<file path="src/rtl/alu_operand_sequencer_pkg.sv">
// Shared constants for the operand sequencer and the ALU selector.
// State encodings, f/x/n opcode codes and the opcode bundle type.
package alu_operand_sequencer_pkg;

  localparam logic [2:0] S_A    = 3'd0;
  localparam logic [2:0] S_B    = 3'd1;
  localparam logic [2:0] S_OP   = 3'd2;
  localparam logic [2:0] S_EXEC = 3'd3;
  localparam logic [2:0] S_SHOW = 3'd4;

  localparam logic [2:0] PASS_A = 3'b000;
  localparam logic [2:0] PASS_B = 3'b001;
  localparam logic [2:0] AND_AB = 3'b010;
  localparam logic [2:0] OR_AB  = 3'b011;
  localparam logic [2:0] XOR_AB = 3'b100;
  localparam logic [2:0] NOT_A  = 3'b101;
  localparam logic [2:0] ADD    = 3'b110;
  localparam logic [2:0] SUB    = 3'b111;

  typedef struct packed {
    logic f;
    logic x;
    logic n;
  } fxn_t;

  function automatic logic [2:0] led_of(
    input logic [2:0] st
  );
    logic [2:0] led;
    led = 3'b000;
    unique case (1'b1)
      st == S_A:  led = 3'b001;
      st == S_B:  led = 3'b010;
      st == S_OP: led = 3'b100;
      default:    led = 3'b000;
    endcase
    return led;
  endfunction

endpackage

</file>
<file path="src/rtl/alu_operand_sequencer_btn_debounce.sv">
// Two-flop synchronizer, stability counter and one-cycle rising pulse.
// The level only flips after DEBOUNCE_CYCLES consecutive differing samples.
module btn_debounce #(
  parameter int DEBOUNCE_CYCLES = 1000000
) (
  input  logic clk,
  input  logic rst,
  input  logic btn,
  output logic pulse
);

  localparam int CW =
    (DEBOUNCE_CYCLES > 1) ? $clog2(DEBOUNCE_CYCLES) : 1;
  localparam logic [CW-1:0] CMAX =
    CW'(DEBOUNCE_CYCLES - 1);

  logic          s1;
  logic          s2;
  logic          db;
  logic [CW-1:0] cnt;

  always_ff @(posedge clk) begin
    if (rst) begin
      s1    <= 1'b0;
      s2    <= 1'b0;
      db    <= 1'b0;
      cnt   <= '0;
      pulse <= 1'b0;
    end else begin
      s1    <= btn;
      s2    <= s1;
      pulse <= 1'b0;
      if (s2 == db) begin
        cnt <= '0;
      end else if (cnt == CMAX) begin
        db    <= s2;
        cnt   <= '0;
        pulse <= s2;
      end else begin
        cnt <= cnt + 1'b1;
      end
    end
  end

endmodule

</file>
<file path="src/rtl/alu_operand_sequencer.sv">
// Stepped A / B / opcode entry in front of the combinational ALU,
// with a one-cycle EXEC settle and a held display register.
module alu_operand_sequencer
  import alu_operand_sequencer_pkg::*;
#(
  parameter int DEBOUNCE_CYCLES = 1000000,
  parameter int WIDTH           = 6
) (
  input  logic             clk,
  input  logic             rst,
  input  logic [WIDTH-1:0] sw,
  input  logic             btn_load,
  input  logic             btn_clear,
  input  logic [WIDTH-1:0] result_in,
  output logic [WIDTH-1:0] op_a,
  output logic [WIDTH-1:0] op_b,
  output logic             f,
  output logic             x,
  output logic             n,
  output logic             operands_valid,
  output logic [WIDTH-1:0] result_q,
  output logic             result_valid,
  output logic [2:0]       state_led
);

  logic       load_pulse;
  logic       clr_s1;
  logic       clr_s2;
  logic [2:0] state;
  fxn_t       opc;

  btn_debounce #(
    .DEBOUNCE_CYCLES(DEBOUNCE_CYCLES)
  ) u_load (
    .clk  (clk),
    .rst  (rst),
    .btn  (btn_load),
    .pulse(load_pulse)
  );

  always_ff @(posedge clk) begin
    if (rst) begin
      clr_s1 <= 1'b0;
      clr_s2 <= 1'b0;
    end else begin
      clr_s1 <= btn_clear;
      clr_s2 <= clr_s1;
    end
  end

  // clear acts like reset for everything except the load debouncer
  always_ff @(posedge clk) begin
    if (rst || clr_s2) begin
      state          <= S_A;
      op_a           <= '0;
      op_b           <= '0;
      opc            <= '0;
      operands_valid <= 1'b0;
      result_q       <= '0;
      result_valid   <= 1'b0;
    end else begin
      unique case (state)
        S_A: begin
          if (load_pulse) begin
            op_a  <= sw;
            state <= S_B;
          end
        end
        S_B: begin
          if (load_pulse) begin
            op_b  <= sw;
            state <= S_OP;
          end
        end
        S_OP: begin
          if (load_pulse) begin
            opc            <= sw[2:0];
            operands_valid <= 1'b1;
            state          <= S_EXEC;
          end
        end
        S_EXEC: begin
          result_q     <= result_in;
          result_valid <= 1'b1;
          state        <= S_SHOW;
        end
        S_SHOW: begin
          if (load_pulse) begin
            result_valid   <= 1'b0;
            operands_valid <= 1'b0;
            state          <= S_A;
          end
        end
        default: state <= S_A;
      endcase
    end
  end

  assign f         = opc.f;
  assign x         = opc.x;
  assign n         = opc.n;
  assign state_led = led_of(state);

endmodule

</file>
<file path="config.mk">
export PLATFORM = sky130hd
export DESIGN_NAME = alu_operand_sequencer
export DESIGN_NICKNAME = d
export VERILOG_FILES = /design/src/rtl/alu_operand_sequencer_pkg.sv /design/src/rtl/alu_operand_sequencer_btn_debounce.sv /design/src/rtl/alu_operand_sequencer.sv
export SDC_FILE = /design/constraint.sdc
export NUM_CORES = 1
export LEC_CHECK = 0
export BUFFER_PORTS_ARGS = -buffer_cell sky130_fd_sc_hd__buf_4
export CAP_MARGIN = 20
export CORE_ASPECT_RATIO = 0.5
export CORE_MARGIN = 8
export CORE_UTILIZATION = 25
export DETAILED_ROUTE_END_ITERATION = 6
export PLACE_DENSITY_LB_ADDON = 0.25
export SYNTH_ARGS = -nofsm -noshare
export SYNTH_HDL_FRONTEND = slang
export SYNTH_HIERARCHICAL = 1
export SYNTH_SLANG_ARGS = --single-unit
</file>
<file path="constraint.sdc">
create_clock -name clk -period 2 [get_ports clk]
set_clock_uncertainty 0.1 [all_clocks]
set_input_delay 0.2 -clock clk [delete_from_list [all_inputs] [get_ports clk]]
set_output_delay 0.2 -clock clk [all_outputs]
set_load 0.005 [all_outputs]
</file>
### Word-level counts from Yosys, hierarchy flattened

Cells that the tools add are included.

* word-level logic and storage cells: 52
* register bits: 52
* input bits: 16

* reduce and logical (&&, ||, !) cells: 13
* $add $sub $neg: 1
* bitwise gates (word level): 2
* equality and inequality tests: 10
* multiplexer cells: 10

Operators by type and width (count)
* 20-bit by 1-bit adder with 20-bit output (second input constant): 1
* 20-bit equality test (second input constant): 1
* 3-bit case mux with 5 select lines: 1
* 3-bit two-way mux: 4
* 2-bit AND reduction: 5
* 3-bit case mux with 3 select lines: 1
* 2-bit by 1-bit != test with 1-bit output (second input constant): 4
* 3-bit by 2-bit equality test with 1-bit output (second input constant): 2
* 3-bit OR reduction: 2
* 1-bit case mux with 2 select lines: 2
* 4-bit AND reduction: 1
* 2-bit nonzero test: 2
* 3-bit by 1-bit equality test with 1-bit output (second input constant): 1
* 3-bit equality test (second input constant): 1
* 3-bit zero test: 1
* 3-bit AND reduction: 1
* 1-bit two-way mux: 2
* 1-bit NOT: 2
* 1-bit equality test: 1
* 1-bit logical OR: 1

### Logic depth before layout (Yosys ltp)

* word-level depth: 3
* gate-level depth with buffers: 7

### Modules after synthesis

Netlist, hierarchy kept.

Modules (own cells, without submodules)
* btn_debounce: sequential area each 480.5 um^2, times used 1, area each 1078.5 um^2, cells an instance 124
* alu_operand_sequencer: sequential area each 560.5 um^2, times used 1, area each 1074.8 um^2, cells an instance 103

### Worst setup path before layout

No wires, ideal clock.

* path kind: reg2reg
* from: register u_load.cnt[8]
* to: register u_load.cnt[17]
* arrival time: 1668 ps
* path slack: 162 ps
* buffers on the path: 0
* setup time: 70 ps
* stages on the path, launching flop included: 5
* required time: 1830 ps
* cells stage by stage: dfxtp_1 -> nand4_4 -> or4_4 -> or4_1 -> a21oi_1

* cells in the longest elaborated chain, start to end: 2

RTL lines
* from (decl): line alu_operand_sequencer_btn_debounce.sv:20 `logic [CW-1:0] cnt;`
* from (signal assigned): line alu_operand_sequencer_btn_debounce.sv:40 `cnt <= cnt + 1'b1;`
* branches (longest 2 deep; another with 20-bit by 1-bit adder with 20-bit output)

Several ways; the timed one is not identified.
A chain may end at the register's enable or synchronous reset.

### Worst setup path after layout

* from: register u_load.cnt[9]
* to: register u_load.cnt[17]

The elaborated chain is that of the path after synthesis.

==> results.cfg <==
[worst_setup_path]
end_kind = register
maximum_fanout_along_the_worst_path = 5
setup_slack_of_the_worst_register_to_register_path_ns = 0.11
timing.reg2reg.worst_path_depth = 4
critical_path_arrival_ns = 2.01
setup.worst_path.class = reg -> reg
crit_start = u_load/cnt[9]$_SDFF_PP0_
worst_ep_required_time_ns = 2.12
r2r_end = u_load/cnt[17]$_SDFF_PP0_
worst_setup_path_start_kind = register
worst_setup_path_endpoint = u_load/cnt[17]$_SDFF_PP0_
critical_path.reg2reg.startpoint = u_load/cnt[9]$_SDFF_PP0_

[final_layout]
fillCellCount = 905
n_antenna_cell = 0
final_common_cell = dfxtp_1
layout_cells_sized_above_1_pct = 24.5
final_cell_mix = dfxtp_1 (51), buf_4 (48), nor2_1 (44), mux2i_1 (22), xnor2_1 (13)
syn_to_final_growth_pct = 30.6
nNetsFinal = 290
stdcell_count = 390

[yosys]
synthCells = 227
syn_area_per_cell_sq_um = 9.49
synth_sequential_area_ratio_pct = 48.3
netlist-cell-type-count = 37
count_of_yosys_warnings_during_synthesis = 6
synth_seq_cells = 52
synth.cell_area_sq_um = 2150
postSynthNetCount = 244

[global_routing]
grt_overflow = 0
grt_max_degree = 27
grtUsageTotal_pct = 7.72
grt_antenna_before_repair = 0
wire_length_of_the_first_global_routing_pass_um = 7670
first_global_vias = 1607

[timing]
final_hold_viol_count = 0
final_min_period_over_clock_period_pct = 94.4
final_period_minus_worst_setup_slack_ns = 1.89
report.final.setup_viol = 0
timing.final.max_slew_violations = 0
tns_ns = 0
max_slew_margin_pct = 65.2
worst-slew-pin-transition_ns = 0.523
maxClockFrequency_mhz = 529
rsz0062_at_grt = no

[cts]
cts_setup_buffers = 0
htreeDepth = 2
cts_tree = yes
cts_root_buf = clkbuf_16
cts.reportedPaths.clkPinSlew_ns = 0.06
clockBufferDepth = 2
cts_buffers = 5
cts_sinks = 52
clk-insertion-delay-late_ns = 0.28

[route]
drt-pass1-iter-count = 6
residual_antenna_violating_net_count_after_detailed_routing = 0
drc = 0
vias_per_cell = 4.35
dr_total_vias = 1695
drt-total-wl_um = 4720
detail_route.iter0.violations = 97
detail_route.wl_per_cell_um = 12.1

[place]
cells_after_dpl = 383
gpl_wtd_cong = 0.786
buffer_ports.inserted = 41
post-dp-hpwl_um = 3520

[floorplan]
die_span_in_x_um = 147
die_height_um = 81.6
core-area_sq_um = 8530
fp.dieArea_sq_um = 12000
start_util_pct = 25.2
row_count = 24
ioPinCount = 42

[pwr]
total_leakage_power_nw = 1.00
vdd_ir_drop_max_mv = 0.554
pwr_density_cell_nw_per_um2 = 768

[hold_path]
min-delay-path-class = in -> reg
min-delay-start = rst

[flow_run]
drv.max_cap_violation_count = 0

[run_status]
status = finished, final reports clean
## critical path, stage by stage (launching register included)
cell and delay (ns):
dfxtp_1 0.45, nand4_4 0.12, or4_4 0.50, or4_1 0.49
a21oi_1 0.15
## cell usage after synthesis (all sizes together)
cell type,count,area share [%]
dfxtp,52,48
nor2,44,7.7
mux2i,22,10
xnor2,13,5.3
a21oi,9,2.1
nand2,9,1.6
inv,8,1.4
nand3,6,1.4
nand4,6,2.4
nor3,6,1.4
nor4,6,1.7
buf,5,1.9
clkbuf,5,0.93
nor2b,4,1.2
o21ai,4,1.1
nor3b,3,1.0
or2,3,0.87
or3,3,0.87
or4,3,1.2
a211oi,2,0.70
and4bb,2,1.3
nand3b,2,0.70
nor4b,2,1.5
o31ai,2,0.70
xor2,2,0.81
and3,1,0.29
ha,1,0.58
nand2b,1,0.29
nor4bb,1,0.46
## stage by stage
step	hold WS (ns)	cell area (sq um)	utilization (%)	worst slack [ns]	total power, mW
finish	0.0271	2810	33.0	0.111	2.16
global route	0.0279	2810	33.0	0.00839	2.24
CTS	0.0237	2810	32.9	0.101	2.19
detailed placement	0.321	2620	30.7	0.126	1.12
global placement	0.309	2620	30.7	0.139	1.11
floorplan	0.169	2150	-	0.162	1.08
## registers in the layout, summed over array words and instances (netlist names)
register	count
state	3
u_load/pulse	1
u_load/s1	1
n	1
operands_valid	1
u_load/db	1
clr_s2	1
x	1
u_load/s2	1
op_a	6
result_valid	1
clr_s1	1
result_q	6
u_load/cnt	20
f	1
op_b	6
## worst min path at each step
stage | depth (start not counted) | slack [ns] | end
2_1_floorplan | 1 | 0.17 | u_load/db$_SDFFE_PP0P_
3_3_place_gp | 2 | 0.31 | clr_s1$_SDFF_PP0_
3_5_place_dp | 2 | 0.32 | u_load/s1$_SDFF_PP0_
4_1_cts | 2 | 0.02 | u_load/s1$_SDFF_PP0_
5_1_grt | 2 | 0.03 | u_load/db$_SDFFE_PP0P_
6_report | 2 | 0.03 | u_load/db$_SDFFE_PP0P_
## layer usage
layer	wire length, um	part of all wire [%]	vias to the layer above	global-route usage [%]
li1	-	-	864	-
met1	2180	46	799	9.13
met2	2320	49	27	14.1
met3	176	3.7	5	2.20
met4	37	0.78	0	1.31
met5	0	0	-	0
## what timing repair did
| action | in CTS | in global routing |
|---|---|---|
| setup endpoints to repair | 0 | 2 |
| gates resized for setup | 0 | 2 |
| hold buffers | 0 | 0 |
## final cells by class
cell class / instances / area [sq um] / share of cell area, %
flip-flops and latches: 52 / 1040 / 37.1
multi-input cells: 157 / 1030 / 36.6
repair buffers: 49 / 380 / 13.5
well taps: 117 / 146 / 5.20
clock buffers: 5 / 125 / 4.45
clock inverters: 2 / 60.1 / 2.14
inverters: 8 / 30.0 / 1.07
## logic make-up after synthesis
| logic type | synth area share (%) |
|---|---|
| AOI/OAI and AO/OA | 4.59 |
| xor gates and xnor gates | 6.10 |
| adders and majority gates | 0.581 |
| buffers and inverters | 4.18 |
| DFF | 48.3 |
| muxes | 10.2 |
| and+or+nand+nor | 26.0 |
## power breakdown
group	internal [mW]	leakage, nW	switching [mW]
Sequential	1.04	0.420	0.00179
Combinational	0.0261	0.490	0.0242
Clock	0.710	0.0899	0.359
(Power assumes the default switching activity.)
